[config.mk]
export PLATFORM = sky130hd
export DESIGN_NAME = sprite_compositor_ctrl_flat
export DESIGN_NICKNAME = d
export VERILOG_FILES = /design/src/rtl/sprite_compositor_ctrl_pkg.sv /design/src/rtl/sprite_compositor_ctrl_if.sv /design/src/rtl/sprite_compositor_ctrl_hit_unit.sv /design/src/rtl/sprite_compositor_ctrl.sv /design/src/flat_wrapper.sv
export SDC_FILE = /design/constraint.sdc
export NUM_CORES = 1
export LEC_CHECK = 0
export CAP_MARGIN = 15
export CORE_MARGIN = 5
export CORE_UTILIZATION = 62
export CTS_CLUSTER_DIAMETER = 200
export CTS_CLUSTER_SIZE = 24
export DETAILED_ROUTE_END_ITERATION = 8
export PLACE_DENSITY_LB_ADDON = 0.3
export SLEW_MARGIN = 0
export SYNTH_ARGS = -nofsm -noshare
export SYNTH_HDL_FRONTEND = slang
export SYNTH_HIERARCHICAL = 1
export SYNTH_SLANG_ARGS = --single-unit
[constraint.sdc]
create_clock -name clk -period 8.36 [get_ports clk]
set_input_delay 1.672 -clock clk [delete_from_list [all_inputs] [get_ports clk]]
set_output_delay 1.672 -clock clk [all_outputs]
set_load 0.01 [all_outputs]
[src/rtl/sprite_compositor_ctrl_pkg.sv]
// Shared types and constants for the sprite compositor: visible-area limits,
// register offsets, the per-sprite register record and colour expansion.
package vga_sprite_pkg;

  localparam int HACTIVE_PX = 640;
  localparam int VACTIVE    = 480;

  localparam logic [1:0] SPR_X    = 2'd0;
  localparam logic [1:0] SPR_Y    = 2'd1;
  localparam logic [1:0] SPR_CTRL = 2'd2;
  localparam logic [8:0] BG_ADDR  = 9'd32;

  typedef struct packed {
    logic [9:0] x;
    logic [9:0] y;
    logic       en;
  } sprite_regs_t;

  // Zero-padded expansion: low bits of each channel are left at 0.
  function automatic logic [23:0] rgb565_to_888(input logic [15:0] c);
    return {c[15:11], 3'b000, c[10:5], 2'b00, c[4:0], 3'b000};
  endfunction

endpackage

[src/rtl/sprite_compositor_ctrl_if.sv]
// Avalon-MM write-only slave bus used to load the sprite register bank.
interface sprite_compositor_ctrl_if;
  logic        chipselect;
  logic        write;
  logic [8:0]  address;
  logic [31:0] writedata;

  modport slave  (input  chipselect, write, address, writedata);
  modport master (output chipselect, write, address, writedata);
endinterface

[src/rtl/sprite_compositor_ctrl_hit_unit.sv]
// Per-sprite hit test and ROM address generation (pipeline stage 1).
// Sprites are clipped at the visible edge rather than wrapping.
module sprite_hit_unit
  import vga_sprite_pkg::*;
#(
  parameter int SPR_W = 32,
  parameter int SPR_H = 32
) (
  input  logic         clk,
  input  logic         reset,
  input  logic [9:0]   i_px,
  input  logic [9:0]   i_vcount,
  input  sprite_regs_t i_regs,
  output logic         o_hit,
  output logic [9:0]   o_rom_addr
);

  logic [10:0] w_px, w_vc, w_x_end, w_y_end;
  logic        w_in_x, w_in_y, w_hit;
  logic [9:0]  w_dx, w_dy, w_addr;

  // 11-bit bounds so x+SPR_W cannot wrap back onto column 0.
  always_comb begin
    w_px    = {1'b0, i_px};
    w_vc    = {1'b0, i_vcount};
    w_x_end = {1'b0, i_regs.x} + 11'(SPR_W);
    w_y_end = {1'b0, i_regs.y} + 11'(SPR_H);
    w_in_x  = (w_px >= {1'b0, i_regs.x}) && (w_px < w_x_end) && (w_px < 11'(HACTIVE_PX));
    w_in_y  = (w_vc >= {1'b0, i_regs.y}) && (w_vc < w_y_end) && (w_vc < 11'(VACTIVE));
    w_hit   = i_regs.en && w_in_x && w_in_y;
    w_dx    = i_px - i_regs.x;
    w_dy    = i_vcount - i_regs.y;
    w_addr  = w_dx + w_dy * 10'(SPR_W);
  end

  // Register hit flag; ROM address only advances on a hit so it holds otherwise.
  always_ff @(posedge clk or negedge reset) begin
    if (!reset) begin
      o_hit      <= 1'b0;
      o_rom_addr <= '0;
    end else begin
      o_hit <= w_hit;
      if (w_hit) o_rom_addr <= w_addr;
    end
  end

endmodule

[src/rtl/sprite_compositor_ctrl.sv]
// Sprite scheduler/compositor: staged register bank committed at the start of
// vertical blank, per-sprite ROM addressing, priority/transparency resolve.
// hcount -> pix latency is 3 clocks.
module sprite_compositor_ctrl
  import vga_sprite_pkg::*;
#(
  parameter int          NSPR  = 4,
  parameter int          SPR_W = 32,
  parameter int          SPR_H = 32,
  parameter logic [15:0] KEY   = 16'hFFFF
) (
  input  logic                   clk,
  input  logic                   reset,
  sprite_compositor_ctrl_if.slave bus,
  input  logic [10:0]            hcount,
  input  logic [9:0]             vcount,
  input  logic                   blank_n,
  output logic [NSPR-1:0][9:0]   rom_addr,
  input  logic [NSPR-1:0][15:0]  rom_data,
  output logic [7:0]             pix_r,
  output logic [7:0]             pix_g,
  output logic [7:0]             pix_b,
  output logic                   frame_tick,
  output logic                   pending
);

  sprite_regs_t [NSPR-1:0] r_stage, r_active;
  logic [23:0]             r_bg_stage, r_bg_active;
  logic                    r_frame_tick, r_pending;
  logic                    r_blank_d1, r_blank_d2;
  logic [NSPR-1:0]         r_hit_d2;
  logic [23:0]             r_pix;

  logic                    w_commit, w_wr, w_wr_valid;
  logic [NSPR-1:0]         w_hit;
  logic [23:0]             w_pix;

  // Commit strobe and write decode; unmapped addresses must not touch pending.
  always_comb begin
    w_commit   = (hcount == 11'd0) && (vcount == 10'(VACTIVE));
    w_wr       = bus.chipselect && bus.write;
    w_wr_valid = w_wr && ((bus.address == BG_ADDR) ||
                          ((bus.address < 9'(4*NSPR)) && (bus.address[1:0] != 2'd3)));
  end

  // Staging bank: only the bus writes here.
  always_ff @(posedge clk or negedge reset) begin
    if (!reset) begin
      r_stage    <= '0;
      r_bg_stage <= 24'hFFFFFF;
    end else if (w_wr) begin
      if (bus.address == BG_ADDR) r_bg_stage <= bus.writedata[23:0];
      for (int i = 0; i < NSPR; i++) begin
        if (bus.address[8:2] == 7'(i)) begin
          case (bus.address[1:0])
            SPR_X:    r_stage[i].x  <= bus.writedata[9:0];
            SPR_Y:    r_stage[i].y  <= bus.writedata[9:0];
            SPR_CTRL: r_stage[i].en <= bus.writedata[0];
            default:  ;
          endcase
        end
      end
    end
  end

  // Active bank: copies the pre-write staging contents on the commit cycle.
  always_ff @(posedge clk or negedge reset) begin
    if (!reset) begin
      r_active    <= '0;
      r_bg_active <= 24'hFFFFFF;
    end else if (w_commit) begin
      r_active    <= r_stage;
      r_bg_active <= r_bg_stage;
    end
  end

  // Commit pulse and pending flag; a write on the commit cycle keeps pending set.
  always_ff @(posedge clk or negedge reset) begin
    if (!reset) begin
      r_frame_tick <= 1'b0;
      r_pending    <= 1'b0;
    end else begin
      r_frame_tick <= w_commit;
      if (w_wr_valid)    r_pending <= 1'b1;
      else if (w_commit) r_pending <= 1'b0;
    end
  end

  for (genvar g = 0; g < NSPR; g++) begin : g_hit
    sprite_hit_unit #(.SPR_W(SPR_W), .SPR_H(SPR_H)) u_hit (
      .clk        (clk),
      .reset      (reset),
      .i_px       (hcount[10:1]),
      .i_vcount   (vcount),
      .i_regs     (r_active[g]),
      .o_hit      (w_hit[g]),
      .o_rom_addr (rom_addr[g])
    );
  end

  // Delay blank and hit flags to line up with ROM data (stage 2).
  always_ff @(posedge clk or negedge reset) begin
    if (!reset) begin
      r_blank_d1 <= 1'b0;
      r_blank_d2 <= 1'b0;
      r_hit_d2   <= '0;
    end else begin
      r_blank_d1 <= blank_n;
      r_blank_d2 <= r_blank_d1;
      r_hit_d2   <= w_hit;
    end
  end

  // Priority resolve: scan high to low so the lowest opaque index wins.
  always_comb begin
    w_pix = r_bg_active;
    for (int i = NSPR-1; i >= 0; i--) begin
      if (r_hit_d2[i] && (rom_data[i] != KEY)) w_pix = rgb565_to_888(rom_data[i]);
    end
  end

  // Output pixel register (stage 3), forced black during blanking.
  always_ff @(posedge clk or negedge reset) begin
    if (!reset) r_pix <= '0;
    else        r_pix <= r_blank_d2 ? w_pix : 24'h000000;
  end

  assign {pix_r, pix_g, pix_b} = r_pix;
  assign frame_tick = r_frame_tick;
  assign pending    = r_pending;

endmodule

[src/flat_wrapper.sv]
// flat-port wrapper written by rule: the top's interface ports become plain ports
module sprite_compositor_ctrl_flat import vga_sprite_pkg::*;
#(
  parameter int          NSPR  = 4,
  parameter int          SPR_W = 32,
  parameter int          SPR_H = 32,
  parameter logic [15:0] KEY   = 16'hFFFF
)
  (clk, reset, hcount, vcount, blank_n, rom_addr, rom_data, pix_r, pix_g, pix_b, frame_tick, pending, bus_chipselect, bus_write, bus_address, bus_writedata);
  sprite_compositor_ctrl_if bus_i ();
  input  logic clk;
  input  logic reset;
  input  logic [10:0] hcount;
  input  logic [9:0] vcount;
  input  logic blank_n;
  output logic [NSPR-1:0][9:0] rom_addr;
  input  logic [NSPR-1:0][15:0] rom_data;
  output logic [7:0] pix_r;
  output logic [7:0] pix_g;
  output logic [7:0] pix_b;
  output logic frame_tick;
  output logic pending;
  input wire logic [$bits(bus_i.chipselect)-1:0] bus_chipselect;
  input wire logic [$bits(bus_i.write)-1:0] bus_write;
  input wire logic [$bits(bus_i.address)-1:0] bus_address;
  input wire logic [$bits(bus_i.writedata)-1:0] bus_writedata;
  assign bus_i.chipselect = bus_chipselect;
  assign bus_i.write = bus_write;
  assign bus_i.address = bus_address;
  assign bus_i.writedata = bus_writedata;
  sprite_compositor_ctrl #(.NSPR(NSPR), .SPR_W(SPR_W), .SPR_H(SPR_H), .KEY(KEY)) u_core (.clk(clk), .reset(reset), .bus(bus_i), .hcount(hcount), .vcount(vcount), .blank_n(blank_n), .rom_addr(rom_addr), .rom_data(rom_data), .pix_r(pix_r), .pix_g(pix_g), .pix_b(pix_b), .frame_tick(frame_tick), .pending(pending));
endmodule
# ---- After elaboration in Yosys (flattened, before gate mapping)
# Cells that the tools add are included.
dict set report word_totals {
  in_bits 131
  word_cells 148
  regBits 292
  latchBits 0
  rom_bits 0
  ramBits 0
  n_memories 0
}
dict set report op_classes {
  n_mul 0
  div_mod_pow 0
  order_cmp 19
  muxes 7
  bitwise 0
  eq_ne 12
  reduce_logical 50
  n_shift 0
  add_sub_neg 20
}
# op n
set ops {}
lappend ops {{2-to-1 mux 24 bit} 5}
lappend ops {{adder 10 x 6 -> 11 bit (second input constant)} 8}
lappend ops {{less-than comparator 10 x 11 -> 1 bit} 8}
lappend ops {{greater-or-equal comparator 10 bit} 8}
lappend ops {{inequality test 16 bit (second input constant)} 4}
lappend ops {{adder 10 bit} 4}
lappend ops {{subtractor 10 bit} 4}
lappend ops {{AND reduction 3 bit} 12}
lappend ops {{logical AND 1 bit} 32}
lappend ops {{subtractor 5 bit} 4}
lappend ops {{equality test 7 x 2 -> 1 bit (second input constant)} 2}
lappend ops {{zero test 11 bit} 1}
lappend ops {{equality test 10 x 9 -> 1 bit (second input constant)} 1}
lappend ops {{less-than comparator 10 bit (second input constant)} 1}
lappend ops {{less-than comparator 10 x 9 -> 1 bit (second input constant)} 1}
lappend ops {{equality test 9 x 6 -> 1 bit (second input constant)} 1}
lappend ops {{less-than comparator 9 x 5 -> 1 bit (second input constant)} 1}
lappend ops {{equality test 7 x 1 -> 1 bit (second input constant)} 1}
lappend ops {{zero test 7 bit} 1}
lappend ops {{equality test 2 x 1 -> 1 bit (second input constant)} 1}
lappend ops {{equality test 2 bit (second input constant)} 1}
lappend ops {{zero test 2 bit} 1}
lappend ops {{2-to-1 mux 1 bit} 2}
lappend ops {{inequality test 2 bit (second input constant)} 1}
lappend ops {{other kinds (3)} 3}

# ---- Logic depth before layout (Yosys ltp)
dict set report depth {
  depth_word 7
  mapped_depth 13
  depth_no_buf 13
}

# ---- By module
# Netlist, hierarchy kept.
# module seq_area_each_um2 cells_each n_inst area_per_inst_um2
set modules_own_cells {}
lappend modules_own_cells {sprite_compositor_ctrl 6266.0 655 1 9915.8}
lappend modules_own_cells {{sprite_hit_unit at u_core.g_hit[2].u_hit ...} 275.3 216 2 1933.1}
lappend modules_own_cells {{sprite_hit_unit at u_core.g_hit[0].u_hit} 275.3 219 1 1959.4}
lappend modules_own_cells {{sprite_hit_unit at u_core.g_hit[1].u_hit} 275.3 216 1 1946.9}

# ---- Worst setup path before layout
# Ideal clock, no wire load.
dict set report synth_timing {
  path_kind {input port to flip-flop}
  startpoint {in vcount[0]}
  endpoint {reg u_core.g_hit[1].u_hit.o_rom_addr[9]}
  required_time_ns 8.235
  arrival_ns 4.088
  path_slack_ns 4.147
  stages 12
  setup_time_ns 0.125
  cell_sequence {inv_1 -> ha_1 -> fa_1 -> xor2_1 -> fa_1 -> inv_1 -> ha_1 -> or2_2 -> a21oi_1 -> a21oi_1 -> xnor2_1 -> mux2_2}
}
dict set report synth_via {
  elab_chain_len 4
  elab_cells_between_ends 8
  cone_classes {add/sub: 2; order compare: 3; reduce/logical: 3}
}
# item line_no
set synth_rtl {}
lappend synth_rtl {{from (decl)} flat_wrapper.sv:14} ;# input logic [9:0] vcount;
lappend synth_rtl {{parallel branches: the longest is 4 deep, another holds adder 10 bit} --}
lappend synth_rtl {{to (signal assigned)} sprite_compositor_ctrl_hit_unit.sv:43} ;# if (w_hit) o_rom_addr <= w_addr;
lappend synth_rtl {{to (decl)} sprite_compositor_ctrl_hit_unit.sv:15} ;# output logic [9:0] o_rom_addr
# Parallel ways; which one is timed is not known.
# A chain may end at the register's enable or synchronous reset.

# ---- Final worst setup path
dict set report layout_timing {
  startpoint {in vcount[1]}
  endpoint {reg u_core.g_hit[2].u_hit.o_rom_addr[9]}
}
dict set report layout_via {
  elab_chain_len 4
  elab_cells_between_ends 8
  cone_classes {add/sub: 2; order compare: 3; reduce/logical: 3}
}
# item line_no
set layout_rtl {}
lappend layout_rtl {{parallel branches: the longest is 4 deep, another holds adder 10 bit} --}
lappend layout_rtl {{to (signal assigned)} sprite_compositor_ctrl_hit_unit.sv:43}
lappend layout_rtl {{to (decl)} sprite_compositor_ctrl_hit_unit.sv:15}
# Parallel ways; which one is timed is not known.

==> impl_metrics.env <==
export IMPL_wl_um=43700
export IMPL_ir_drop_mv=0.135
export IMPL_post_drt_wl_per_cell_um=20.9
export IMPL_clkLatencyLatePin_ns=0.52
export IMPL_p_leak_nw=9.71
export IMPL_start_kind="primary input"
export IMPL_synth_edff_count=0
export IMPL_final_net_count=2041
export IMPL_slew_violations=0
export IMPL_seq_area_frac_synth=0.416
export IMPL_vias_per_cell=5.88
export IMPL_start_util=0.631
export IMPL_worstMarginPinSlew_ns=0.997
export IMPL_io_buffers=188
export IMPL_die_area_um2=32000
export IMPL_r2r_start="u_core/r_active[79]"
export IMPL_rsz0062_at_grt="no"
export IMPL_whs_path_depth=0
export IMPL_hold_path_class="flip-flop to flip-flop"
export IMPL_synth_avg_cell_area_um2=11.6
export IMPL_drt_first_pass_iters=5
export IMPL_drtIter0Drc=790
export IMPL_detail_route_drc_violations=0
export IMPL_ff2ff_path_depth=9
export IMPL_arrival_ns=5.12
export IMPL_p_sw_frac=0.261
export IMPL_cts_repair_resized=0
export IMPL_syn_nets=1853
export IMPL_via_count=12332
export IMPL_worstPathMaxFanout=9
export IMPL_crit_buf_inv=2
export IMPL_die_w_um=179
export IMPL_grt_pass1_vias=12928
export IMPL_cts_root_buffer="clkbuf_16"
export IMPL_cts_setup_buffers=0
export IMPL_cp_top_family="adder cells"
export IMPL_place_gp_congestion=0.916
export IMPL_slew_headroom=0.336
export IMPL_core_area_um2=28000
export IMPL_grt_pass1_wl_um=68100
export IMPL_grt_max_degree=172
export IMPL_cp_endpoint="u_core/g_hit[2].u_hit/o_rom_addr[9]"
export IMPL_finalCoreUtilization=0.732
export IMPL_reg2reg_slack_ns=5.10
export IMPL_drive_above_1_share=0.204
export IMPL_regArea_um2=7370
export IMPL_grt_use_total=0.271
export IMPL_power_density_nw_per_um2=132
export IMPL_combPwrFrac=0.153
export IMPL_finClkSkew_ns=0.0315
export IMPL_h_tree_depth=1
export IMPL_ant_nets=0
export IMPL_cts_buffer_depth=3
export IMPL_fin_crit_sh=0.568
export IMPL_outcome="complete, no violations"
export IMPL_clk_pin_slew_ns=0.09
export IMPL_die_height_um=179
export IMPL_rows=61
export IMPL_gr_total_overflow=0
export IMPL_critPathSlowestCell="clkdlybuf4s50_1"
export IMPL_max_freq_ghz=0.211
export IMPL_synth_async_reset_ratio=1.00
export IMPL_power_clock_fraction=0.319
export IMPL_r2r_end="u_core/g_hit[3].u_hit/o_rom_addr[9]"
export IMPL_ys_flop_type="dfrtp_1"
export IMPL_hold_slack_ns=0.355
export IMPL_crit_cells=13
export IMPL_cts_sinks=292
export IMPL_yosys_warnings=6
export IMPL_crit_required_ns=8.73
export IMPL_setup_tns_ns=0
export IMPL_p_seq_frac=0.528
export IMPL_area_growth_pct=15.9
export IMPL_hold_viol_final=0
export IMPL_numCtsBuffers=16
export IMPL_critPathKind="primary input to flip-flop"
export IMPL_ys_types=85
export IMPL_tritoncts="yes"
export IMPL_p_sw_w=0.000705
export IMPL_ios=197
export IMPL_holdBufCountCts=0
export IMPL_cap_violations=0
export IMPL_dp_hpwl_um=31500
export IMPL_critical_path_startpoint="vcount[1]"
export IMPL_multi_input_area_um2=9450
export IMPL_fin_crit_ns=4.75
export IMPL_fillers=1935
export IMPL_syn_inst=1522
export IMPL_power_internal_w=0.00200
export IMPL_antenna_found_initial=1
export IMPL_n_antenna_cell=0
export IMPL_setup_violations_final=0
export IMPL_cp_cell_sequence="clkdlybuf4s50_1, ha_1, nor2b_1, o31a_1, a21o_1, fa_1, inv_1, ha_1, nor2b_1, nor2_1, a21oi_1, xnor2_1, mux2_2"
export IMPL_netlist_area_um2=17700
export IMPL_cp_slowest_stage_delay_ns=0.90
export IMPL_crit_path_end_kind="flip-flop"
export IMPL_synth_seq_cells=292
==> how the worst min path moves through the flow <==
stage | to | from | slack, ns
after detailed placement | u_core/r_hit_d2[2] | u_core/g_hit[2].u_hit/o_hit | 0.33
final | u_core/r_hit_d2[2] | u_core/g_hit[2].u_hit/o_hit | 0.36
after global placement | u_core/r_hit_d2[3] | u_core/g_hit[3].u_hit/o_hit | 0.33
after CTS | u_core/r_hit_d2[2] | u_core/g_hit[2].u_hit/o_hit | 0.36
after global routing | u_core/r_hit_d2[3] | u_core/g_hit[3].u_hit/o_hit | 0.36
after floorplan | u_core/r_blank_d2 | u_core/r_blank_d1 | 0.33
==> Yosys cell counts (6+ instances only) <==
cell	number	area, µm²
and3_1	6	37.5
o21ai_0	46	230
nor3_1	9	45.0
fa_1	40	801
xor2_1	16	140
nor2b_1	17	106
nand3_1	19	95.1
buf_2	15	75.1
ha_1	160	2000
mux2_2	215	2420
a21o_1	15	113
mux2i_1	28	280
a21oi_1	39	195
a211o_1	19	166
nand2b_1	9	56.3
nand2_1	46	173
a31oi_1	21	131
clkbuf_1	10	37.5
and2_1	8	50.1
nor2_1	71	267
xnor2_1	51	447
nand4_1	27	169
mux2_4	24	360
o2111ai_1	6	52.6
dfrtp_1	244	6110
dfstp_2	48	1260
o211ai_1	6	45.0
o21a_1	11	82.6
inv_1	192	721
==> power groups by stage <==
stage | clock, W | sequential, W | combinational, W
global placement | 0 | 0.00145 | 0.000392
floorplan | 0 | 0.00145 | 0.000222
CTS | 0.000877 | 0.00143 | 0.000412
finish | 0.000861 | 0.00143 | 0.000412
detailed placement | 0 | 0.00145 | 0.000408
global route | 0.000927 | 0.00143 | 0.000454
==> per-layer routing <==
| metal | wire, µm | GRT usage | up-vias |
|---|---|---|---|
| li1 | - | - | 5699 |
| met1 | 17800 | 0.352 | 6225 |
| met2 | 22500 | 0.481 | 331 |
| met3 | 2190 | 0.0367 | 75 |
| met4 | 1170 | 0.0713 | 2 |
| met5 | 13 | 0 | - |
==> per-stage QoR <==
stage | cells | worst slack [ns] | cell area (µm²) | power (W)
final | 2097 | 3.61 | 20500 | 0.00270
after detailed placement | 2070 | 3.14 | 20000 | 0.00186
after global placement | 2070 | 3.22 | 20000 | 0.00184
after floorplan | 1522 | 4.15 | 17700 | 0.00167
after CTS | 2097 | 3.69 | 20500 | 0.00271
after global routing | 2097 | 3.53 | 20500 | 0.00281
==> cell type report <==
cell class                      instances  area share
Clock buffer                           26      0.0224
Clock inverter                          1    0.000977
Inverter                              193      0.0354
Multi-Input combinational cell       1006       0.461
Sequential cell                       292       0.360
Tap cell                              378      0.0231
Timing Repair Buffer                  201      0.0974
==> state kept, by name, indices dropped and copies added (netlist names) <==
register	flops
u_core/frame_tick	1
u_core/g_hit.u_hit/o_hit	4
u_core/g_hit.u_hit/o_rom_addr	40
u_core/pending	1
u_core/r_active	84
u_core/r_bg_active	24
u_core/r_bg_stage	24
u_core/r_blank_d1	1
u_core/r_blank_d2	1
u_core/r_hit_d2	4
u_core/r_pix	24
u_core/r_stage	84
==> placed cells by master, fill, tap and decap left out, types with 4 or more instances in the layout <==
| cell | netlist | final |
|---|---|---|
| xnor2_1 | 51 | 51 |
| a211oi_1 | 4 | 4 |
| clkdlybuf4s50_1 | 0 | 187 |
| o2111ai_1 | 6 | 6 |
| mux2_2 | 215 | 215 |
| o21ai_0 | 46 | 46 |
| nor2b_1 | 17 | 17 |
| mux2i_1 | 28 | 28 |
| clkbuf_1 | 10 | 9 |
| inv_1 | 192 | 192 |
| fa_1 | 40 | 40 |
| dfrtp_1 | 244 | 244 |
| a21oi_1 | 39 | 39 |
| clkbuf_16 | 0 | 17 |
| a31oi_1 | 21 | 21 |
| nor3_1 | 9 | 8 |
| mux2_4 | 24 | 24 |
| a211o_1 | 19 | 19 |
| a21o_1 | 15 | 15 |
| o211ai_1 | 6 | 6 |
| and2_1 | 8 | 8 |
| xor2_1 | 16 | 16 |
| nand2_1 | 46 | 46 |
| o21bai_1 | 4 | 4 |
| and3_1 | 6 | 6 |
| nor2_1 | 71 | 71 |
| o21a_1 | 11 | 11 |
| nand4b_1 | 4 | 4 |
| o311a_1 | 4 | 4 |
| nand2b_1 | 9 | 9 |
| nand3_1 | 19 | 19 |
| nand4_1 | 27 | 27 |
| ha_1 | 160 | 160 |
| buf_4 | 1 | 12 |
| mux2_1 | 5 | 5 |
| dfstp_2 | 48 | 48 |
==> cell families after synthesis <==
| kind of cell | Yosys count | synth area share |
|---|---|---|
| mux | 272 | 0.176 |
| simple gates | 250 | 0.0786 |
| compound gates | 217 | 0.0856 |
| flops | 292 | 0.416 |
| fa+ha+maj | 200 | 0.158 |
| buf+inv | 224 | 0.0514 |
| xor+xnor | 67 | 0.0332 |
Power figures use the tool's default switching activity.
